<file path="src/rtl/console_pkg.sv">
// Shared types and constants for the console UART bridge.
// Holds the RX/TX FSM state enums, the data-bit count and the default bit period.
`timescale 1ns/1ps
package console_pkg;

  localparam int unsigned UART_DATA_BITS       = 8;
  localparam int unsigned DEFAULT_CLKS_PER_BIT = 868;  // 100 MHz / 115200 baud

  typedef enum logic [1:0] {
    RX_IDLE,
    RX_START,
    RX_DATA,
    RX_STOP
  } rx_state_t;

  typedef enum logic [1:0] {
    TX_IDLE,
    TX_START,
    TX_DATA,
    TX_STOP
  } tx_state_t;

endpackage

</file>
<file path="src/rtl/console_fifo.sv">
// Small synchronous FIFO buffering received console bytes.
// Ports: clk, rst (async active-high), push/push_data (write), pop (read),
//        head (oldest entry), empty, full (registered flags).
`timescale 1ns/1ps
module console_fifo #(
  parameter int unsigned WIDTH = 8,
  parameter int unsigned DEPTH = 4
) (
  input  logic             clk,
  input  logic             rst,
  input  logic             push,
  input  logic [WIDTH-1:0] push_data,
  input  logic             pop,
  output logic [WIDTH-1:0] head,
  output logic             empty,
  output logic             full
);

  localparam int unsigned PTR_W = (DEPTH > 1) ? $clog2(DEPTH) : 1;
  localparam int unsigned CNT_W = PTR_W + 1;

  logic [WIDTH-1:0] mem [DEPTH];
  logic [PTR_W-1:0] wr_ptr;
  logic [PTR_W-1:0] rd_ptr;
  logic [CNT_W-1:0] count;
  logic [CNT_W-1:0] count_next;
  logic             do_pop;
  logic             do_push;

  // A pop on a full FIFO frees the slot that a same-cycle push uses.
  assign do_pop  = pop && !empty;
  assign do_push = push && (!full || do_pop);
  assign head    = mem[rd_ptr];

  // Occupancy update
  always_comb begin
    count_next = count;
    if (do_push && !do_pop) begin
      count_next = count + CNT_W'(1);
    end else if (do_pop && !do_push) begin
      count_next = count - CNT_W'(1);
    end
  end

  // Storage, pointers (wrap naturally) and flags
  always_ff @(posedge clk or posedge rst) begin
    if (rst) begin
      for (int i = 0; i < int'(DEPTH); i++) begin
        mem[i] <= '0;
      end
      wr_ptr <= '0;
      rd_ptr <= '0;
      count  <= '0;
      empty  <= 1'b1;
      full   <= 1'b0;
    end else begin
      if (do_push) begin
        mem[wr_ptr] <= push_data;
        wr_ptr      <= wr_ptr + PTR_W'(1);
      end
      if (do_pop) begin
        rd_ptr <= rd_ptr + PTR_W'(1);
      end
      count <= count_next;
      empty <= (count_next == '0);
      full  <= (count_next == CNT_W'(DEPTH));
    end
  end

endmodule

</file>
<file path="src/rtl/uart_console_bridge.sv">
// Bridges the Wrapper console byte interface to an 8N1 UART.
// Ports: CLK, RESET (async active-high); UART_RX/UART_TX serial pins;
//        CONSOLE_IN/_valid/_ack toward the Wrapper (FIFO head);
//        CONSOLE_OUT/_valid/_ready from the Wrapper (TX handshake);
//        RX_OVERRUN sticky drop flag, RX_FRAME_ERR one-cycle bad-stop pulse.
`timescale 1ns/1ps
module uart_console_bridge
  import console_pkg::*;
#(
  parameter int unsigned CLKS_PER_BIT  = DEFAULT_CLKS_PER_BIT,
  parameter int unsigned RX_FIFO_DEPTH = 4
) (
  input  logic       CLK,
  input  logic       RESET,
  input  logic       UART_RX,
  output logic       UART_TX,
  output logic [7:0] CONSOLE_IN,
  output logic       CONSOLE_IN_valid,
  input  logic       CONSOLE_IN_ack,
  input  logic [7:0] CONSOLE_OUT,
  input  logic       CONSOLE_OUT_valid,
  output logic       CONSOLE_OUT_ready,
  output logic       RX_OVERRUN,
  output logic       RX_FRAME_ERR
);

  localparam int unsigned CNT_W = $clog2(CLKS_PER_BIT);
  localparam logic [CNT_W-1:0] BIT_RELOAD  = CNT_W'(CLKS_PER_BIT - 1);
  localparam logic [CNT_W-1:0] HALF_RELOAD = CNT_W'(CLKS_PER_BIT / 2 - 1);
  localparam logic [2:0]       LAST_BIT    = 3'(UART_DATA_BITS - 1);

  // ---------------- receive path ----------------
  logic                      rx_meta;
  logic                      rx_sync;
  rx_state_t                 rx_state, rx_state_next;
  logic [CNT_W-1:0]          rx_cnt, rx_cnt_next;
  logic [2:0]                rx_idx, rx_idx_next;
  logic [UART_DATA_BITS-1:0] rx_shift, rx_shift_next;
  logic                      rx_push;
  logic                      frame_err_next;
  logic                      fifo_empty;
  logic                      fifo_full;
  logic                      fifo_pop;

  // Two-flop synchroniser; idles high so reset looks like an idle line
  always_ff @(posedge CLK or posedge RESET) begin
    if (RESET) begin
      rx_meta <= 1'b1;
      rx_sync <= 1'b1;
    end else begin
      rx_meta <= UART_RX;
      rx_sync <= rx_meta;
    end
  end

  // RX state register
  always_ff @(posedge CLK or posedge RESET) begin
    if (RESET) begin
      rx_state     <= RX_IDLE;
      rx_cnt       <= '0;
      rx_idx       <= '0;
      rx_shift     <= '0;
      RX_FRAME_ERR <= 1'b0;
    end else begin
      rx_state     <= rx_state_next;
      rx_cnt       <= rx_cnt_next;
      rx_idx       <= rx_idx_next;
      rx_shift     <= rx_shift_next;
      RX_FRAME_ERR <= frame_err_next;
    end
  end

  // RX next-state: half-bit wait lands later samples mid-bit
  always_comb begin
    rx_state_next  = rx_state;
    rx_cnt_next    = rx_cnt;
    rx_idx_next    = rx_idx;
    rx_shift_next  = rx_shift;
    rx_push        = 1'b0;
    frame_err_next = 1'b0;
    case (rx_state)
      RX_IDLE: begin
        if (!rx_sync) begin
          rx_state_next = RX_START;
          rx_cnt_next   = HALF_RELOAD;
        end
      end
      RX_START: begin
        if (rx_cnt == '0) begin
          if (!rx_sync) begin
            rx_state_next = RX_DATA;
            rx_cnt_next   = BIT_RELOAD;
            rx_idx_next   = '0;
          end else begin
            rx_state_next = RX_IDLE;  // glitch shorter than half a bit
          end
        end else begin
          rx_cnt_next = rx_cnt - CNT_W'(1);
        end
      end
      RX_DATA: begin
        if (rx_cnt == '0) begin
          rx_shift_next = {rx_sync, rx_shift[UART_DATA_BITS-1:1]};
          rx_cnt_next   = BIT_RELOAD;
          if (rx_idx == LAST_BIT) begin
            rx_state_next = RX_STOP;
          end else begin
            rx_idx_next = rx_idx + 3'(1);
          end
        end else begin
          rx_cnt_next = rx_cnt - CNT_W'(1);
        end
      end
      RX_STOP: begin
        if (rx_cnt == '0) begin
          rx_state_next = RX_IDLE;
          if (rx_sync) begin
            rx_push = 1'b1;
          end else begin
            frame_err_next = 1'b1;
          end
        end else begin
          rx_cnt_next = rx_cnt - CNT_W'(1);
        end
      end
      default: rx_state_next = RX_IDLE;
    endcase
  end

  assign fifo_pop         = CONSOLE_IN_valid && CONSOLE_IN_ack;
  assign CONSOLE_IN_valid = !fifo_empty;

  console_fifo #(
    .WIDTH (UART_DATA_BITS),
    .DEPTH (RX_FIFO_DEPTH)
  ) u_rx_fifo (
    .clk       (CLK),
    .rst       (RESET),
    .push      (rx_push),
    .push_data (rx_shift),
    .pop       (fifo_pop),
    .head      (CONSOLE_IN),
    .empty     (fifo_empty),
    .full      (fifo_full)
  );

  // Sticky overrun: push dropped only if no same-cycle pop frees a slot
  always_ff @(posedge CLK or posedge RESET) begin
    if (RESET) begin
      RX_OVERRUN <= 1'b0;
    end else if (rx_push && fifo_full && !fifo_pop) begin
      RX_OVERRUN <= 1'b1;
    end
  end

  // ---------------- transmit path ----------------
  tx_state_t                 tx_state, tx_state_next;
  logic [CNT_W-1:0]          tx_cnt, tx_cnt_next;
  logic [2:0]                tx_idx, tx_idx_next;
  logic [UART_DATA_BITS-1:0] tx_shift, tx_shift_next;
  logic                      tx_line_next;

  assign CONSOLE_OUT_ready = (tx_state == TX_IDLE);

  // TX state register; line output registered so it idles high in reset
  always_ff @(posedge CLK or posedge RESET) begin
    if (RESET) begin
      tx_state <= TX_IDLE;
      tx_cnt   <= '0;
      tx_idx   <= '0;
      tx_shift <= '0;
      UART_TX  <= 1'b1;
    end else begin
      tx_state <= tx_state_next;
      tx_cnt   <= tx_cnt_next;
      tx_idx   <= tx_idx_next;
      tx_shift <= tx_shift_next;
      UART_TX  <= tx_line_next;
    end
  end

  // TX next-state: the line value for each bit is set on the entering edge
  always_comb begin
    tx_state_next = tx_state;
    tx_cnt_next   = tx_cnt;
    tx_idx_next   = tx_idx;
    tx_shift_next = tx_shift;
    tx_line_next  = UART_TX;
    case (tx_state)
      TX_IDLE: begin
        tx_line_next = 1'b1;
        if (CONSOLE_OUT_valid) begin
          tx_state_next = TX_START;
          tx_shift_next = CONSOLE_OUT;
          tx_cnt_next   = BIT_RELOAD;
          tx_line_next  = 1'b0;
        end
      end
      TX_START: begin
        if (tx_cnt == '0) begin
          tx_state_next = TX_DATA;
          tx_cnt_next   = BIT_RELOAD;
          tx_idx_next   = '0;
          tx_line_next  = tx_shift[0];
        end else begin
          tx_cnt_next = tx_cnt - CNT_W'(1);
        end
      end
      TX_DATA: begin
        if (tx_cnt == '0) begin
          tx_cnt_next = BIT_RELOAD;
          if (tx_idx == LAST_BIT) begin
            tx_state_next = TX_STOP;
            tx_line_next  = 1'b1;
          end else begin
            tx_idx_next   = tx_idx + 3'(1);
            tx_shift_next = {1'b0, tx_shift[UART_DATA_BITS-1:1]};
            tx_line_next  = tx_shift[1];
          end
        end else begin
          tx_cnt_next = tx_cnt - CNT_W'(1);
        end
      end
      TX_STOP: begin
        if (tx_cnt == '0) begin
          tx_state_next = TX_IDLE;
          tx_line_next  = 1'b1;
        end else begin
          tx_cnt_next = tx_cnt - CNT_W'(1);
        end
      end
      default: tx_state_next = TX_IDLE;
    endcase
  end

endmodule

</file>
<file path="config.mk">
export PLATFORM = sky130hd
export DESIGN_NAME = uart_console_bridge
export DESIGN_NICKNAME = d
export VERILOG_FILES = /design/src/rtl/console_pkg.sv /design/src/rtl/console_fifo.sv /design/src/rtl/uart_console_bridge.sv
export SDC_FILE = /design/constraint.sdc
export NUM_CORES = 1
export LEC_CHECK = 0
export ABC_AREA = 0
export BUFFER_PORTS_ARGS = -buffer_cell sky130_fd_sc_hd__buf_2
export CORE_MARGIN = 4
export CORE_UTILIZATION = 60
export DETAILED_ROUTE_END_ITERATION = 10
export PLACE_DENSITY = 0.78
export SLEW_MARGIN = 30
export SYNTH_ARGS = -nofsm -noshare
export SYNTH_HDL_FRONTEND = slang
export SYNTH_HIERARCHICAL = 1
export SYNTH_SLANG_ARGS = --single-unit
export TNS_END_PERCENT = 1
</file>
<file path="constraint.sdc">
create_clock -name CLK -period 7.6 [get_ports CLK]
set_input_delay 0.38 -clock CLK [delete_from_list [all_inputs] [get_ports CLK]]
set_output_delay 0.38 -clock CLK [all_outputs]
set_load 0.1 [all_outputs]
</file>
Word level (Yosys, flattened, before mapping)
Cells that the tools add are included.
Word-level totals
  flip-flop bits (word level): 92
  input bits: 13
  output and inout bits: 13
  logic and storage cells: 148
Cells by class
  add/sub/neg operators: 8
  $lt $le $gt $ge: 3
  eq/ne operators: 25
  muxes and demuxes: 56
  bitwise logic cells: 2
  reduce and logical (&&, ||, !) cells: 32
Operators with widths (count)
  $mux W10: 8
  $mux W8: 6
  $pmux W10 S4: 1
  $bwmux W32: 1
  $ne A2 B2 Y1 const B: 15
  $pmux W10 S3: 1
  $mux W3: 9
  $mux W2: 11
  $logic_not A10 Y1: 2
  $sub A10 B1 Y10 const B: 2
  $bmux W8 S2: 1
  $demux W8 S2: 1
  $pmux W2 S4: 2
  $pmux W8 S2: 1
  $reduce_and A5 Y1: 3
  $pmux W3 S2: 2
  $mux W1: 11
  $add A3 B1 Y3 const B: 3
  $eq A3 B3 Y1 const B: 3
  $eq A2 B2 Y1 const B: 4
  $logic_and A1 B1 Y1: 8
  $reduce_and A4 Y1: 2
  $ge A3 B3 Y1 const B: 2
  $not A2 Y3: 2
  14 further kinds: 25

Logic depth before layout (Yosys ltp)
  word-level depth: 10
  depth in mapped cells: 9
  gate-level depth less buffers: 9

Hierarchy
Netlist, hierarchy kept.
By module, submodules not included
  uart_console_bridge: times used 1, cells each 279, area an instance 2887.8 sq um
  console_fifo: times used 1, cells each 120, area an instance 1869.3 sq um

Least setup slack after synthesis
Ideal clock, no wire load.
  path type: reg-to-reg
  from: reg rx_cnt[0]
  to: reg u_rx_fifo/mem[19] (netlist name)
  arrival: 2401 ps
  required time: 7472 ps
  slack: 5071 ps
  stages on the path, launching flop included: 9
  clock period less this slack: 2529 ps
  cells stage by stage: dfrtp_1 -> inv_1 -> ha_1 -> or4b_4 -> nor3_4 -> and3_1 -> a21boi_4 -> nand2_2 -> mux2_1
On the way
  longest elaborated chain between the ends: 4
RTL lines
  start: declaration: RTL line uart_console_bridge.sv:36  | logic [CNT_W-1:0] rx_cnt, rx_cnt_next;
  start signal: assignment: RTL line uart_console_bridge.sv:66  | rx_cnt <= rx_cnt_next;
  $logic_not A10 Y1: RTL line uart_console_bridge.sv:115  | if (rx_cnt == '0) begin
  $mux W1: RTL line uart_console_bridge.sv:115
  $mux W1: RTL line uart_console_bridge.sv:81  | case (rx_state)
  via rx_push: RTL line uart_console_bridge.sv:39  | logic rx_push;
  $logic_and A1 B1 Y1: RTL line console_fifo.sv:32  | assign do_push = push && (!full || do_pop);
  end signal: indexed assignment: RTL line console_fifo.sv:58  | mem[wr_ptr] <= push_data;
  end: declaration: RTL line console_fifo.sv:22  | logic [WIDTH-1:0] mem [DEPTH];
The timed path passes the listed nets, and every way through them passes these cells.
A chain may end at the register's enable or synchronous reset.

Worst setup path in the final report
Same ends and word-level chain as after synthesis.

==> reports/metrics.json <==
{
  "outcome": {
    "outcome": "complete, no violations"
  },
  "timing": {
    "timing.final.crit_period_ps": 2809,
    "slew_headroom_pct": 59.33,
    "final.setup.tns_ps": 0,
    "rsz0062_at_grt": "no",
    "worst_clock_skew_ps": 12.89,
    "timing.fmax_mhz": 356.0,
    "drv_slew": 0,
    "finalWorstSetupSlack_ps": 4791,
    "finalHoldViolations": 0,
    "report.final.setup_viol": 0,
    "final_min_period_over_clock_period_pct": 36.96,
    "tightest_slew_ps": 610.0
  },
  "die": {
    "initial_utilization_pct": 61.56,
    "die_w_um": 97.04,
    "die-area_um2": 9417,
    "design.core.area_um2": 7727,
    "placementRows": 32,
    "fp.dieH_um": 97.04,
    "io_pins": 26
  },
  "cts": {
    "clock-sinks": 92,
    "cts_tree": "yes",
    "cts_inserted_buffers": 9,
    "cts_htree_levels": 3,
    "buffer_type_at_the_clock_tree_root": "sky130_fd_sc_hd__clkbuf_8",
    "post_cts_setup_buffer_count": 0,
    "ctsHoldBuffers": 0,
    "cts_buffer_depth": 2,
    "count_of_instances_resized_after_the_clock_tree_is_built": 0,
    "clock_insertion_delay_worst_skew_ps": 360,
    "clk_pin_slew_worst_paths_ps": 100
  },
  "pwr": {
    "p_comb_share_pct": 34.5,
    "p_int_mw": 0.9108,
    "share_of_total_power_in_the_clock_network_pct": 20.8,
    "power.switching_mw": 0.5479,
    "max-vdd-ir-drop_mv": 0.3283,
    "powerDensity_nw_per_um2": 283.0,
    "power.switching_fraction_pct": 37.56,
    "power_frac_seq_pct": 44.7,
    "cellLeakagePower_nw": 2.457
  },
  "worst_setup_path": {
    "timing.critical_path.cells": "inv_1, ha_1, or4b_4, nor3_4, and3_1, a21boi_4, nand2_2, mux2_1",
    "critPathSlowestCell": "sky130_fd_sc_hd__or4b_4",
    "timing.critical_path.from_type": "flip-flop",
    "timing.reg2reg.setup_slack_ps": 4790,
    "cp_num_cells": 8,
    "critical_path.max_fanout": 8,
    "worstPathBufferInverterCount": 1,
    "critical_path_class": "flip-flop to flip-flop",
    "r2r_end": "u_rx_fifo/mem[19]$_DFFE_PP0P_",
    "r2r-start": "rx_cnt[0]$_DFFE_PP0P_",
    "max_stage_delay_ps": 500,
    "critPathRequiredTime_ps": 7840,
    "cp-end-kind": "flip-flop",
    "crit_arrival_ps": 3050,
    "cp_top_family": "simple AND/OR/NAND/NOR gates",
    "r2r_cell_count": 8
  },
  "yosys": {
    "synth-async-reset-ratio_pct": 100.0,
    "synthesis.area_um2": 4757,
    "synth_largest_type_area_fraction_pct": 46.29,
    "synth_top_cells_by_area": "sky130_fd_sc_hd__dfrtp_1, sky130_fd_sc_hd__mux2_2, sky130_fd_sc_hd__ha_1",
    "synth_enable_flop_cells": 0,
    "synth.net_count": 435,
    "syn_avg_cell_area_um2": 11.92,
    "yosys_warnings": 6,
    "synthDistinctLibCells": 64,
    "synth_ff_type": "sky130_fd_sc_hd__dfrtp_1",
    "synthDominantAreaCellType": "sky130_fd_sc_hd__dfrtp_1",
    "synthCells": 399,
    "synth.ff_latch_count": 92,
    "seq_area_frac_synth_pct": 48.50
  },
  "detailed_routing": {
    "viasPerCell": 5.787,
    "drt_iter0_drc": 87,
    "routed_wirelength_mm": 8.504,
    "avgRoutedWirePerCell_um": 15.90,
    "drcViolationCount": 0,
    "drt_first_pass_iters": 4,
    "final_antenna_net_count": 0,
    "routed-via-count": 3096
  },
  "place": {
    "place.gp.congestion": 0.8520,
    "numPlacedInstances": 519,
    "dpl_worst_slack_ps": 4793,
    "detailed_place_hpwl_mm": 6.158,
    "buffer_ports.inserted": 25
  },
  "cells_and_area": {
    "number_of_nets_in_the_finished_design": 464,
    "drive_above_1_share_pct": 30.25,
    "area.growth.synth_to_final_pct": 8.364,
    "antenna-diode-count": 0,
    "final-instance-count-excl-fill": 535
  },
  "global_route": {
    "grt_overflow": 0,
    "grt_start_max_net_pins": 52,
    "grt_pass1_wl_mm": 15.41,
    "groute.usage.overall_pct": 19.88,
    "antenna_violations_before_repair": 0,
    "grt_pass1_vias": 3231
  },
  "run": {
    "maxCapViolCount": 0
  },
  "min_path": {
    "min-delay-path-class": "primary input to async pin"
  }
}
[stage by stage]
| step | total power, mW | instance area, um2 | hold slack (ps) | utilization (%) |
|---|---|---|---|---|
| 2_1_floorplan | 1.074 | 4757 | 345.2 | - |
| 3_3_place_gp | 1.146 | 4972 | 346.0 | 64.35 |
| 3_5_place_dp | 1.169 | 4975 | 346.9 | 64.38 |
| 4_1_cts | 1.473 | 5155 | 109.4 | 66.71 |
| 5_1_grt | 1.574 | 5155 | 98.72 | 66.71 |
| 6_report | 1.459 | 5155 | 98.36 | 66.71 |
[power groups by stage]
stage               registers [mW]  logic (mW)  clock network (mW)
finish                       0.652       0.504               0.303
global route                 0.668       0.570               0.335
CTS                          0.654       0.507               0.312
floorplan                    0.644       0.430                   0
global placement             0.659       0.487                   0
detailed placement           0.663       0.506                   0
[final cells by class]
type | instances | area, um2
fill | 588 | 2572
multi-input combinational | 278 | 2326
sequential | 92 | 2307
timing repair buffer | 26 | 132.6
tap | 102 | 127.6
clock buffer | 9 | 123.9
inverter | 21 | 81.33
clock inverter | 7 | 56.30
[logic make-up after synthesis]
group	synth area share [%]
DFF	48.50
adders and majority gates	6.050
xor gates and xnor gates	1.657
buffers and inverters	2.604
AOI/OAI and AO/OA	11.76
and+or+nand+nor	12.18
muxes	17.25
[cell usage after synthesis (4+ instances only)]
cell                      instances
sky130_fd_sc_hd__a21oi_1         24
sky130_fd_sc_hd__dfrtp_1         88
sky130_fd_sc_hd__dfstp_2          4
sky130_fd_sc_hd__ha_1            23
sky130_fd_sc_hd__inv_1           21
sky130_fd_sc_hd__mux2_2          55
sky130_fd_sc_hd__mux4_2           8
sky130_fd_sc_hd__nand2_1         16
sky130_fd_sc_hd__nand2_2          5
sky130_fd_sc_hd__nand3_1          6
sky130_fd_sc_hd__nor2_1          26
sky130_fd_sc_hd__nor2b_1          6
sky130_fd_sc_hd__nor3_1          10
sky130_fd_sc_hd__nor3b_1          6
sky130_fd_sc_hd__nor4_1           5
sky130_fd_sc_hd__o21ai_0         18
sky130_fd_sc_hd__o21ai_1          5
sky130_fd_sc_hd__o22a_1           5
sky130_fd_sc_hd__xnor2_1          6
[worst max-delay path by stage]
stage,to,start,slack [ps]
floorplan,u_rx_fifo/mem[19]$_DFFE_PP0P_,rx_cnt[0]$_DFFE_PP0P_,5070
CTS,u_rx_fifo/mem[7]$_DFFE_PP0P_,rx_cnt[0]$_DFFE_PP0P_,4790
detailed placement,u_rx_fifo/full$_DFF_PP0_,rx_cnt[0]$_DFFE_PP0P_,4790
finish,u_rx_fifo/mem[19]$_DFFE_PP0P_,rx_cnt[0]$_DFFE_PP0P_,4790
global route,u_rx_fifo/full$_DFF_PP0_,rx_cnt[0]$_DFFE_PP0P_,4540
global placement,u_rx_fifo/mem[19]$_DFFE_PP0P_,rx_cnt[0]$_DFFE_PP0P_,4910
[worst reg2reg max path, delay by kind of cell (launching register included)]
family / cells / cell delay [ps]
muxes: 1 / 340
buffers and inverters: 1 / 130
adders and majority gates: 1 / 180
AOI/OAI and AO/OA: 1 / 330
DFF: 1 / 410
and+or+nand+nor: 4 / 1320
[metal layers]
layer  up-vias  GRT usage (%)  wire length, um
met2        39          31.63             4068
met4         0          6.803              119
met5         -              0                0
li1       1512              -                -
met1      1534          27.70             4090
met3        11          3.533              226
[registers in the layout, indices dropped and copies added (netlist names), 2 cells and up, named ones only]
name              count
tx_state              2
rx_idx                3
u_rx_fifo/mem        32
rx_cnt               10
rx_shift              8
tx_cnt               10
u_rx_fifo/wr_ptr      2
u_rx_fifo/rd_ptr      2
u_rx_fifo/count       3
tx_idx                3
tx_shift              8
[layout by cell type, fill, tap and decap left out, types with 9 or more instances in the layout]
cell type and count:
sky130_fd_sc_hd__a21oi_1 24, sky130_fd_sc_hd__ha_1 23, sky130_fd_sc_hd__mux2_2 55, sky130_fd_sc_hd__nor3_1 10, sky130_fd_sc_hd__buf_2 25, sky130_fd_sc_hd__o21ai_0 18
sky130_fd_sc_hd__nand2_1 16, sky130_fd_sc_hd__dfrtp_1 88, sky130_fd_sc_hd__nor2_1 26, sky130_fd_sc_hd__clkbuf_8 9, sky130_fd_sc_hd__inv_1 20
(Power assumes the default switching activity.)
